[config.mk]
export PLATFORM = sky130hd
export DESIGN_NAME = codebook_fetch_arbiter
export DESIGN_NICKNAME = d
export VERILOG_FILES = /design/src/rtl/pvr_vram_pkg.sv /design/src/rtl/vram_owner_fifo.sv /design/src/rtl/codebook_fetch_arbiter.sv
export SDC_FILE = /design/constraint.sdc
export NUM_CORES = 1
export LEC_CHECK = 0
export BUFFER_PORTS_ARGS = -buffer_cell sky130_fd_sc_hd__buf_4
export CAP_MARGIN = 15
export CORE_MARGIN = 2
export CORE_UTILIZATION = 51
export DETAILED_ROUTE_END_ITERATION = 16
export GPL_TIMING_DRIVEN = 0
export PLACE_DENSITY = 0.86
export SYNTH_ARGS = -nofsm -noshare
export SYNTH_HDL_FRONTEND = slang
export SYNTH_SLANG_ARGS = --single-unit
[constraint.sdc]
create_clock -name clock -period 7.8 [get_ports clock]
set_input_delay 1.95 -clock clock [delete_from_list [all_inputs] [get_ports clock]]
set_output_delay 1.95 -clock clock [all_outputs]
set_load 0.01 [all_outputs]
[src/rtl/pvr_vram_pkg.sv]
`default_nettype none
// ============================================================================
// Package  : pvr_vram_pkg
// Brief    : Shared VRAM widths, owner tags and arbiter state encoding.
// Revision : 1.0
// ============================================================================
package pvr_vram_pkg;

    localparam int VRAM_AW  = 23;
    localparam int VRAM_DW  = 64;
    localparam int LEN_W    = 5;
    localparam int CB_WORDS = 256;

    typedef enum logic {
        OWN_CB  = 1'b0,
        OWN_TEX = 1'b1
    } owner_t;

    typedef enum logic [1:0] {
        IDLE      = 2'd0,
        CB_ISSUE  = 2'd1,
        TEX_ISSUE = 2'd2
    } arb_state_t;

    typedef struct packed {
        owner_t           owner;
        logic [LEN_W-1:0] len;
    } owner_entry_t;

endpackage
`default_nettype wire

[src/rtl/vram_owner_fifo.sv]
`default_nettype none
// ============================================================================
// Module   : vram_owner_fifo
// Brief    : Sync FIFO of {owner, len} per outstanding VRAM request.
// Revision : 1.0
// ============================================================================
module vram_owner_fifo #(
    parameter int DEPTH = 4,
    parameter int WIDTH = 6
) (
    input  logic             clock,
    input  logic             reset,
    input  logic             i_push,
    input  logic [WIDTH-1:0] i_push_data,
    input  logic             i_pop,
    output logic [WIDTH-1:0] o_head,
    output logic             o_full,
    output logic             o_empty
);

    localparam int PTR_W = (DEPTH > 1) ? $clog2(DEPTH) : 1;
    localparam int CNT_W = $clog2(DEPTH + 1);

    logic [WIDTH-1:0] r_mem [DEPTH];
    logic [PTR_W-1:0] r_wr_ptr;
    logic [PTR_W-1:0] r_rd_ptr;
    logic [CNT_W-1:0] r_count;
    logic             w_push;
    logic             w_pop;

    function automatic logic [PTR_W-1:0] ptr_inc(input logic [PTR_W-1:0] p);
        return (p == PTR_W'(DEPTH - 1)) ? '0 : p + 1'b1;
    endfunction

    assign o_empty = (r_count == '0);
    assign o_full  = (r_count == CNT_W'(DEPTH));
    assign w_pop   = i_pop && !o_empty;
    // A pop frees the slot the same cycle, so a full FIFO still accepts a push.
    assign w_push  = i_push && (!o_full || w_pop);
    assign o_head  = r_mem[r_rd_ptr];

    always_ff @(posedge clock) begin
        if (w_push) begin
            r_mem[r_wr_ptr] <= i_push_data;
        end
    end

    always_ff @(posedge clock or posedge reset) begin
        if (reset) begin
            r_wr_ptr <= '0;
            r_rd_ptr <= '0;
            r_count  <= '0;
        end else begin
            if (w_push) begin
                r_wr_ptr <= ptr_inc(r_wr_ptr);
            end
            if (w_pop) begin
                r_rd_ptr <= ptr_inc(r_rd_ptr);
            end
            if (w_push && !w_pop) begin
                r_count <= r_count + 1'b1;
            end else if (w_pop && !w_push) begin
                r_count <= r_count - 1'b1;
            end
        end
    end

endmodule
`default_nettype wire

[src/rtl/codebook_fetch_arbiter.sv]
`default_nettype none
// ============================================================================
// Module   : codebook_fetch_arbiter
// Brief    : Bursts 256-word codebook fills, interleaves texel reads on the
//            shared VRAM read port and routes in-order returns by owner.
// Revision : 1.0
// ============================================================================
module codebook_fetch_arbiter
    import pvr_vram_pkg::*;
#(
    parameter int BURST_LEN = 8,
    parameter int MAX_OUT   = 4
) (
    input  logic               clock,
    input  logic               reset,
    input  logic               cb_wait,
    input  logic [VRAM_AW-1:0] cb_base,
    output logic               cb_valid,
    output logic [VRAM_DW-1:0] cb_dout,
    input  logic               tex_req,
    input  logic [VRAM_AW-1:0] tex_addr,
    output logic               tex_ack,
    output logic               tex_valid,
    output logic [VRAM_DW-1:0] tex_dout,
    output logic               vram_rd,
    output logic [VRAM_AW-1:0] vram_addr,
    output logic [LEN_W-1:0]   vram_len,
    input  logic               vram_busy,
    input  logic               vram_valid,
    input  logic [VRAM_DW-1:0] vram_din,
    output logic               busy
);

    localparam int CNT_W = $clog2(MAX_OUT + 1);

    arb_state_t       r_state;
    logic             r_cb_wait_q;
    logic             r_arm_pend;
    logic             r_cb_armed;
    logic [8:0]       r_cb_issued;
    logic             r_last_cb;
    logic [CNT_W-1:0] r_cb_out;
    logic [LEN_W-1:0] r_beat;

    owner_entry_t     w_head;
    owner_entry_t     w_push_entry;
    logic             w_full;
    logic             w_empty;
    logic             w_accept;
    logic             w_beat;
    logic             w_pop;
    logic             w_can_issue;
    logic             w_cb_rise;
    logic             w_arm_req;
    logic             w_arm;
    logic             w_cb_left;
    logic             w_cb_pend;
    logic             w_tex_pend;
    logic             w_unused_lsbs;

    assign w_unused_lsbs = ^{cb_base[2:0], tex_addr[2:0]};

    assign w_accept     = vram_rd && !vram_busy;
    assign w_beat       = vram_valid && !w_empty;
    assign w_pop        = w_beat && ((r_beat + 5'd1) == w_head.len);
    assign w_can_issue  = !w_full || w_pop;
    assign w_push_entry = '{owner: (r_state == TEX_ISSUE) ? OWN_TEX : OWN_CB, len: vram_len};

    // A new fill restarts the word counter, so it waits until no old CB burst
    // is queued or being offered; CB selection is held off meanwhile.
    assign w_cb_rise  = cb_wait && !r_cb_wait_q;
    assign w_arm_req  = w_cb_rise || r_arm_pend;
    assign w_arm      = w_arm_req && (r_cb_out == '0) && (r_state != CB_ISSUE);
    assign w_cb_left  = r_cb_armed && (r_cb_issued < 9'(CB_WORDS));
    assign w_cb_pend  = w_cb_left && !w_arm_req;
    // The registered ack is still high the cycle after issue; mask the held request.
    assign w_tex_pend = tex_req && !tex_ack;

    assign busy = w_cb_left || !w_empty || vram_rd;

    vram_owner_fifo #(
        .DEPTH (MAX_OUT),
        .WIDTH ($bits(owner_entry_t))
    ) u_owner_fifo (
        .clock       (clock),
        .reset       (reset),
        .i_push      (w_accept),
        .i_push_data (w_push_entry),
        .i_pop       (w_pop),
        .o_head      (w_head),
        .o_full      (w_full),
        .o_empty     (w_empty)
    );

    always_ff @(posedge clock or posedge reset) begin
        if (reset) begin
            r_state     <= IDLE;
            r_cb_wait_q <= 1'b0;
            r_arm_pend  <= 1'b0;
            r_cb_armed  <= 1'b0;
            r_cb_issued <= '0;
            r_last_cb   <= 1'b0;
            r_cb_out    <= '0;
            r_beat      <= '0;
            vram_rd     <= 1'b0;
            vram_addr   <= '0;
            vram_len    <= '0;
            tex_ack     <= 1'b0;
            cb_valid    <= 1'b0;
            cb_dout     <= '0;
            tex_valid   <= 1'b0;
            tex_dout    <= '0;
        end else begin
            r_cb_wait_q <= cb_wait;
            if (w_arm) begin
                r_arm_pend  <= 1'b0;
                r_cb_armed  <= 1'b1;
                r_cb_issued <= '0;
            end else if (w_cb_rise) begin
                r_arm_pend <= 1'b1;
            end

            tex_ack <= w_accept && (r_state == TEX_ISSUE);
            case (r_state)
                IDLE: begin
                    if (w_can_issue) begin
                        if (w_cb_pend && (!w_tex_pend || !r_last_cb)) begin
                            r_state   <= CB_ISSUE;
                            vram_rd   <= 1'b1;
                            vram_addr <= {cb_base[22:3], 3'b000} + {11'd0, r_cb_issued, 3'b000};
                            vram_len  <= LEN_W'(BURST_LEN);
                        end else if (w_tex_pend) begin
                            r_state   <= TEX_ISSUE;
                            vram_rd   <= 1'b1;
                            vram_addr <= {tex_addr[22:3], 3'b000};
                            vram_len  <= 5'd1;
                        end
                    end
                end
                CB_ISSUE, TEX_ISSUE: begin
                    if (w_accept) begin
                        vram_rd   <= 1'b0;
                        r_state   <= IDLE;
                        r_last_cb <= (r_state == CB_ISSUE);
                        if (r_state == CB_ISSUE) begin
                            r_cb_issued <= r_cb_issued + 9'(BURST_LEN);
                        end
                    end
                end
                default: begin
                    r_state <= IDLE;
                    vram_rd <= 1'b0;
                end
            endcase

            if ((w_accept && r_state == CB_ISSUE) && !(w_pop && w_head.owner == OWN_CB)) begin
                r_cb_out <= r_cb_out + 1'b1;
            end else if (!(w_accept && r_state == CB_ISSUE) && (w_pop && w_head.owner == OWN_CB)) begin
                r_cb_out <= r_cb_out - 1'b1;
            end

            if (w_beat) begin
                r_beat <= w_pop ? '0 : r_beat + 5'd1;
            end

            // CB beats are still consumed while cb_wait is low, just not presented.
            cb_valid  <= w_beat && (w_head.owner == OWN_CB) && cb_wait;
            tex_valid <= w_beat && (w_head.owner == OWN_TEX);
            if (w_beat && (w_head.owner == OWN_CB)) begin
                cb_dout <= vram_din;
            end
            if (w_beat && (w_head.owner == OWN_TEX)) begin
                tex_dout <= vram_din;
            end
        end
    end

endmodule
`default_nettype wire

==> results.cfg, run 1 <==
[outcome]
status = complete, no violations

[floorplan]
die_height_um = 135
core-area_sq_um = 17100
initial_core_util_pct = 51.5
rows = 48
top_level_ports = 277
die_area_sq_um = 18300
die_width_um = 135

[cells_and_area]
final_cells = 1341
finish.utilization_pct = 68.6
count_of_nets_after_finishing = 1241
syn_to_final_growth_pct = 33.3
drive_above_1_share_pct = 35.8
final_cell_area_sq_um = 11700

[drt]
drc = 0
drt_wl_total_um = 24000
met2WireLength_um = 12200
dr.pass1.iters = 5
highest_layer = met4
dr_wl_met3_um = 1960
initialDrtViolationCount = 449
sum_of_routed_wire_segments_on_met1_um = 9130
post_detailed_route_count_of_antenna_violating_nets = 0
wl_per_instance_um = 17.9
via_count = 7192
number_of_vias_per_cell = 5.36

[clock_tree]
post_cts.resized_instances = 0
cts_tree = yes
cts-root-buf = sky130_fd_sc_hd__clkbuf_16
post-cts-setup-buffers = 0
clock_latency_ps = 440
hold_buffers = 0
clk_pin_slew_worst_paths_ps = 80
cts-buffers-inserted = 17
htree_num_levels = 4
tritoncts_num_sinks = 196
clockBufferDepth = 2

[timing]
max_clock_freq_mhz = 244
final-hold-violation-count = 0
post-route-worst-setup-slack_ps = 3700
fin_worst_skew_ps = 13.3
fin_crit_ps = 4100
final_max_slew_viol_count = 0
worst_slew_margin_rel_pct = 34.1
rsz0062_at_grt = no
finalSetupViolCount = 0
tightestPinTransition_ps = 963
period_share_pct = 52.5

[power]
peak_vdd_ir_mv = 0.206
totalPowerFinal_w = 0.00483
power_leakage_nw = 5.81
power_density_nw_per_um2 = 412

[placement]
io_buffers = 263
dpl_worst_slack_ps = 3290
dp.final_hpwl_um = 17700
dpl-instance-area_sq_um = 11100
placed_cells = 1307
routabilityCongestion = 0.870

[synthesis]
syn-mean-instance-area_sq_um = 10.8
ys_dominant_reg_cell = sky130_fd_sc_hd__dfrtp_1
number_of_enable_type_register_cells_in_the_synthesized_netlist = 12
ys_seq_elements = 196
asyncSetResetFlopFracSynth_pct = 93.9
ys_seq_area_share_pct = 56.3
post_synth_num_cell_types = 63
synth.yosys.warnings = 0
mappedNetlistArea_sq_um = 8810
post_synth_inst_count = 813

[global_route]
antenna_found_initial = 2
grt_max_degree = 94
grt.overflow.total = 0
grt_pass1_vias = 7183
global_route.usage.total_pct = 26.4
grt_pass1_wl_um = 37400

[setup_path]
worst_setup_path_end_kind = register
cp_data_required_time_ps = 8160
crit_type = in -> reg
critical_path_arrival_ps = 4450
maximum_fanout_along_the_worst_path = 10
crit_path_launch_type = input port

[job]
max_cap_viol_count = 0

[worst_hold_path]
min-delay-path-class = reg -> reg
==> placed cells by master, fill, tap and decap left out, types with 5 or more instances in the layout <==
cell and instances:
sky130_fd_sc_hd__nor2b_1 6, sky130_fd_sc_hd__a21o_1 6, sky130_fd_sc_hd__nor2_1 37, sky130_fd_sc_hd__clkbuf_16 17, sky130_fd_sc_hd__clkbuf_1 22, sky130_fd_sc_hd__or3_1 5, sky130_fd_sc_hd__nand2_1 235, sky130_fd_sc_hd__dfrtp_1 184
sky130_fd_sc_hd__and3_1 5, sky130_fd_sc_hd__buf_2 5, sky130_fd_sc_hd__a21oi_1 22, sky130_fd_sc_hd__inv_1 21, sky130_fd_sc_hd__edfxtp_1 12, sky130_fd_sc_hd__ha_1 21, sky130_fd_sc_hd__a31oi_1 6, sky130_fd_sc_hd__nor3_1 10
sky130_fd_sc_hd__o21ai_0 16, sky130_fd_sc_hd__conb_1 6, sky130_fd_sc_hd__xnor2_1 5, sky130_fd_sc_hd__inv_8 5, sky130_fd_sc_hd__buf_4 271, sky130_fd_sc_hd__and2_1 13, sky130_fd_sc_hd__mux2_2 68, sky130_fd_sc_hd__nand3_1 14
sky130_fd_sc_hd__xor2_1 10
==> path summary, 6_finish.rpt <==
kind                                                from                 endpoint  slack [ps]  depth (start not counted)
max in group asynchronous                          reset               cb_dout[5]        5280                          3
worst max-delay path                             tex_req            vram_addr[13]        3700                          7
worst min register to register               tex_dout[6]              tex_dout[6]         480                          2
worst min-delay path                         tex_dout[6]              tex_dout[6]         480                          2
worst max register to register  u_owner_fifo.r_rd_ptr[0]  u_owner_fifo.r_count[2]        4510                         10
min in group asynchronous                          reset              cb_dout[55]        1600                          2
==> cells in the mapped netlist (all sizes together), types with 3 or more instances <==
library cell	instances	area share, %
fa	3	0.68
nand2	235	10
o211ai	3	0.26
xnor2	5	0.50
nand3	14	0.80
a41oi	4	0.74
edfxtp	12	4.1
ha	21	3.0
mux4	3	0.85
clkbuf	22	0.94
xor2	10	0.99
a31oi	6	0.43
or3	5	0.35
and3	5	0.35
nand2b	4	0.28
nor2b	6	0.43
a21boi	3	0.26
o21ai	18	1.0
a211oi	3	0.26
nor3	10	0.57
mux2i	4	0.45
dfrtp	184	52
a21oi	22	1.2
nor2	37	1.6
buf	20	1.6
inv	22	0.94
a21o	6	0.51
a2111oi	3	0.30
and2	13	0.92
o31ai	4	0.34
nand4	5	0.53
mux2	72	9.4
==> metal layers <==
layer | track usage, % | vias up
met1 | 31.2 | 3527
li1 | - | 3322
met2 | 46.2 | 300
met3 | 6.40 | 43
met4 | 10.8 | 0
met5 | 0 | -
==> area by class of cell <==
class	instances	area, sq um
inverter	22	90.1
antenna	2	5.00
clock inverter	14	178
clock buffer	18	439
tap	225	282
fill	1235	5370
timing repair buffer	264	2000
sequential	196	4960
multi-input combinational	558	3560
buffer	42	224
==> stage by stage <==
stage | hold slack (ps) | setup TNS, ps
2_1_floorplan | 436 | 0
3_3_place_gp | 451 | -216110
3_5_place_dp | 463 | 0
4_1_cts | 483 | 0
5_1_grt | 502 | 0
6_report | 480 | 0
==> kinds of logic (layout without fill, tap and decap cells) <==
| logic type | count (synthesis) | in the layout | synth area share [%] |
|---|---|---|---|
| buf+inv | 64 | 360 | 3.48 |
| flops | 196 | 196 | 56.3 |
| compound gates | 90 | 90 | 7.45 |
| other cells | 1 | 8 | 0.0425 |
| fa+ha+maj | 24 | 24 | 3.66 |
| mux | 79 | 79 | 10.7 |
| xor+xnor | 16 | 16 | 1.77 |
| simple gates | 343 | 343 | 16.6 |
==> worst max-delay path: stages <==
cell                        delay (ps)
sky130_fd_sc_hd__buf_4             120
sky130_fd_sc_hd__nor2b_1           150
sky130_fd_sc_hd__a2111oi_0         870
sky130_fd_sc_hd__clkbuf_1          440
sky130_fd_sc_hd__clkbuf_1          470
sky130_fd_sc_hd__o21ai_0           250
sky130_fd_sc_hd__a31oi_1           210
==> state kept, by name, indices dropped and copies added (netlist names), 3 cells and up <==
| register | flops |
|---|---|
| cb_dout | 64 |
| tex_dout | 64 |
| vram_addr | 20 |
| u_owner_fifo.r_mem | 12 |
| r_cb_issued | 9 |
| r_beat | 5 |
| r_cb_out | 3 |
| u_owner_fifo.r_count | 3 |
==> where the power goes <==
part	internal, W	switching, W	leakage (nW)	total [W]
combinational	0.00106	0.00109	3.17	0.00215
clock	0.000449	0.000449	0.301	0.000897
sequential	0.00149	0.000291	2.34	0.00178
Power figures use the tool's default switching activity.
==> inputs of run 2 (changes only) <==
- ABC_AREA: not set -> 1
- CORE_UTILIZATION: 51 -> 46
- PLACE_DENSITY: 0.86 -> 0.82
- clock period: 7.8 -> 3.5 ns (I/O delays scaled with it)
==> run 2 against run 1 <==
Via count grew 10%; first-iteration DRC count grew 10%; clock power grew 130%; area after synthesis grew 0.50%; worst setup slack lost 3100 ps; worst hold slack lost 22 ps; non-clock buffer count grew 7; critical endpoint is now u_owner_fifo.r_count[2]; largest cell class unchanged; largest power group unchanged.
==> results.cfg, run 2 <==
[placement]
dp.final_hpwl_um = 19200
io_buffers = 264
placed_cells = 1555
dpl-instance-area_sq_um = 11300
dpl_worst_slack_ps = 462
routabilityCongestion = 0.960

[drt]
via_count = 7928
initialDrtViolationCount = 496
highest_layer = met4
wl_per_instance_um = 15.5
post_detailed_route_count_of_antenna_violating_nets = 0
drt_wl_total_um = 24600
dr.pass1.iters = 5
sum_of_routed_wire_segments_on_met1_um = 9860
number_of_vias_per_cell = 4.99
dr_wl_met3_um = 1970
drc = 0
met2WireLength_um = 12000

[power]
switching_share_pct = 38.9
internal_pwr_total_w = 0.00633
switching_power_w = 0.00404
totalPowerFinal_w = 0.0104
power_density_nw_per_um2 = 872
power_frac_clock_pct = 19.6
peak_vdd_ir_mv = 0.398
power.combinational.fraction_pct = 42.6
seq_power_share_pct = 37.8
power_leakage_nw = 6.36

[global_route]
antenna_found_initial = 2
grt_pass1_wl_um = 39000
global_route.usage.total_pct = 24.4
grt_max_degree = 45
grt_pass1_vias = 7614
grt.overflow.total = 0

[floorplan]
die_height_um = 143
initial_core_util_pct = 47.0
top_level_ports = 277
die_width_um = 143
die_area_sq_um = 20400
rows = 50
core-area_sq_um = 18800

[cells_and_area]
syn_to_final_growth_pct = 34.2
final_cells = 1589
count_of_nets_after_finishing = 1454
layout.cells.most_common_list = sky130_fd_sc_hd__nand2_1, sky130_fd_sc_hd__buf_4, sky130_fd_sc_hd__dfrtp_1
drive_above_1_share_pct = 26.6
layout.cells.most_common = sky130_fd_sc_hd__nand2_1
final_cell_area_sq_um = 11900
reg.largest.list = cb_dout x64, tex_dout x64, vram_addr x20

[timing]
period_share_pct = 82.1
rsz0062_at_grt = no
fin_crit_ps = 2870
tightestPinTransition_ps = 869
worst_slew_margin_rel_pct = 42.0
max_clock_freq_mhz = 348
final_max_slew_viol_count = 0
final-hold-violation-count = 0
fin_worst_skew_ps = 13.8
whs_ps = 458
finalSetupViolCount = 0
post-route-worst-setup-slack_ps = 626

[clock_tree]
cts-root-buf = sky130_fd_sc_hd__clkbuf_16
clock_latency_ps = 430
clk_pin_slew_worst_paths_ps = 70
hold_buffers = 0
tritoncts_num_sinks = 196
post-cts-setup-buffers = 0
cts_tree = yes
post_cts.resized_instances = 0
clockBufferDepth = 2
cts-buffers-inserted = 17
htree_num_levels = 4

[synthesis]
ys_dominant_reg_cell = sky130_fd_sc_hd__dfrtp_1
ys_seq_elements = 196
mappedNetlistArea_sq_um = 8860
post_synth_num_cell_types = 40
ys_seq_area_share_pct = 56.1
post_synth_inst_count = 1022
netlist_top_cells_count = sky130_fd_sc_hd__nand2_1, sky130_fd_sc_hd__dfrtp_1, sky130_fd_sc_hd__o21ai_0
synthDominantAreaCellType = sky130_fd_sc_hd__dfrtp_1
synth.yosys.warnings = 0
asyncSetResetFlopFracSynth_pct = 93.9
yosys.area.top_type_share_pct = 52.0
syn-mean-instance-area_sq_um = 8.67
yosys-top-cells-area = sky130_fd_sc_hd__dfrtp_1, sky130_fd_sc_hd__nand2_1, sky130_fd_sc_hd__o21ai_0, sky130_fd_sc_hd__inv_1, sky130_fd_sc_hd__edfxtp_1
number_of_enable_type_register_cells_in_the_synthesized_netlist = 12
synth.most_common_cell = sky130_fd_sc_hd__nand2_1

[setup_path]
crit_family = adder cells
cp_data_required_time_ps = 3810
critical_path.cell_chain = ha_1 > xor2_1 > nor2_1 > nand2_1 > nor2_4 > nand2_4 > nand2_4 > nand2_1 > inv_1 > ha_1 > inv_1 > fa_1 > a21oi_1 > o21ai_0 > xor2_1
critical_path_arrival_ps = 3180
rr_startpoint = r_beat[0]
maximum_fanout_along_the_worst_path = 8
setup.worst_path.start = r_beat[0]
critPathSlowestCell = sky130_fd_sc_hd__dfrtp_1
critPathMaxStageDelay_ps = 440
worst_setup_path_end_kind = register
crit_path_launch_type = register
crit_type = reg -> reg
count_of_buffer_and_inverter_cells_on_the_critical_path = 2

[worst_hold_path]
min-delay-path-class = reg -> reg
min-delay-start = r_cb_armed

[job]
max_cap_viol_count = 0

[outcome]
status = complete, no violations
[run 2: cell types whose count changed after synthesis, sizes merged, moves of 12 or more]
| cell | previous run | this run |
|---|---|---|
| mux2 | 72 | 2 |
| nand2 | 235 | 330 |
| and2 | 13 | 1 |
| nand3 | 14 | 46 |
| inv | 22 | 133 |
| o21ai | 18 | 156 |
[run 2: final timing paths]
path                                           end  cells after the start  slack, ps
min reg2reg                             r_cb_armed                      2        460
max                        u_owner_fifo.r_count[2]                     15        630
min in group asynchronous            vram_addr[12]                      2        610
max in group asynchronous              cb_dout[42]                      4       1920
min                                     r_cb_armed                      2        460
max reg2reg                u_owner_fifo.r_count[2]                     15        630
[run 2: tightest hold or removal path, delay by kind of cell, from the launching register on]
kind                   cells  cell delay [ps]
DFF                        1              330
buffers and inverters      1               40
and+or+nand+nor            1               60
[run 2: layer usage]
layer,global-route usage (%),up-vias
li1,-,3800
met1,30.5,3776
met2,41.3,307
met4,9.22,0
met5,0,-
met3,5.80,45
[run 2: cell type report]
cell class,count,area [sq um]
Clock buffer,18,429
Fill cell,1570,6940
Tap cell,260,325
Antenna cell,2,5.00
Inverter,133,505
Timing Repair Buffer,268,2060
Buffer,45,248
Clock inverter,14,186
Sequential cell,196,4960
Multi-Input combinational cell,653,3160
[run 2: per-stage QoR]
stage | setup TNS (ps) | utilization, %
6_report | 0 | 63.1
5_1_grt | 0 | 63.1
4_1_cts | 0 | 63.1
3_5_place_dp | 0 | 59.8
3_3_place_gp | -149830 | 59.4
2_1_floorplan | 0 | -
[run 2: power by group through the flow]
| stage | logic (W) | registers, W | clock network [W] |
|---|---|---|---|
| final | 0.00442 | 0.00392 | 0.00203 |
| after global routing | 0.00493 | 0.00402 | 0.00216 |
| after CTS | 0.00445 | 0.00391 | 0.00205 |
| after detailed placement | 0.00443 | 0.00394 | 0 |
| after global placement | 0.00430 | 0.00391 | 0 |
| after floorplan | 0.00189 | 0.00424 | 0 |
[run 2: kinds of logic (layout without fill, tap and decap cells)]
logic type | after synthesis | count (layout) | synth area share (%)
multiplexers | 4 | 4 | 0.480
other | 1 | 8 | 0.0423
adder cells (fa/ha/maj) | 24 | 24 | 3.64
buffers and inverters | 178 | 478 | 8.46
AND/OR/NAND/NOR | 433 | 433 | 20.3
AO/OA/AOI/OAI | 177 | 177 | 10.1
flip-flops | 196 | 196 | 56.1
XOR/XNOR | 9 | 9 | 0.890
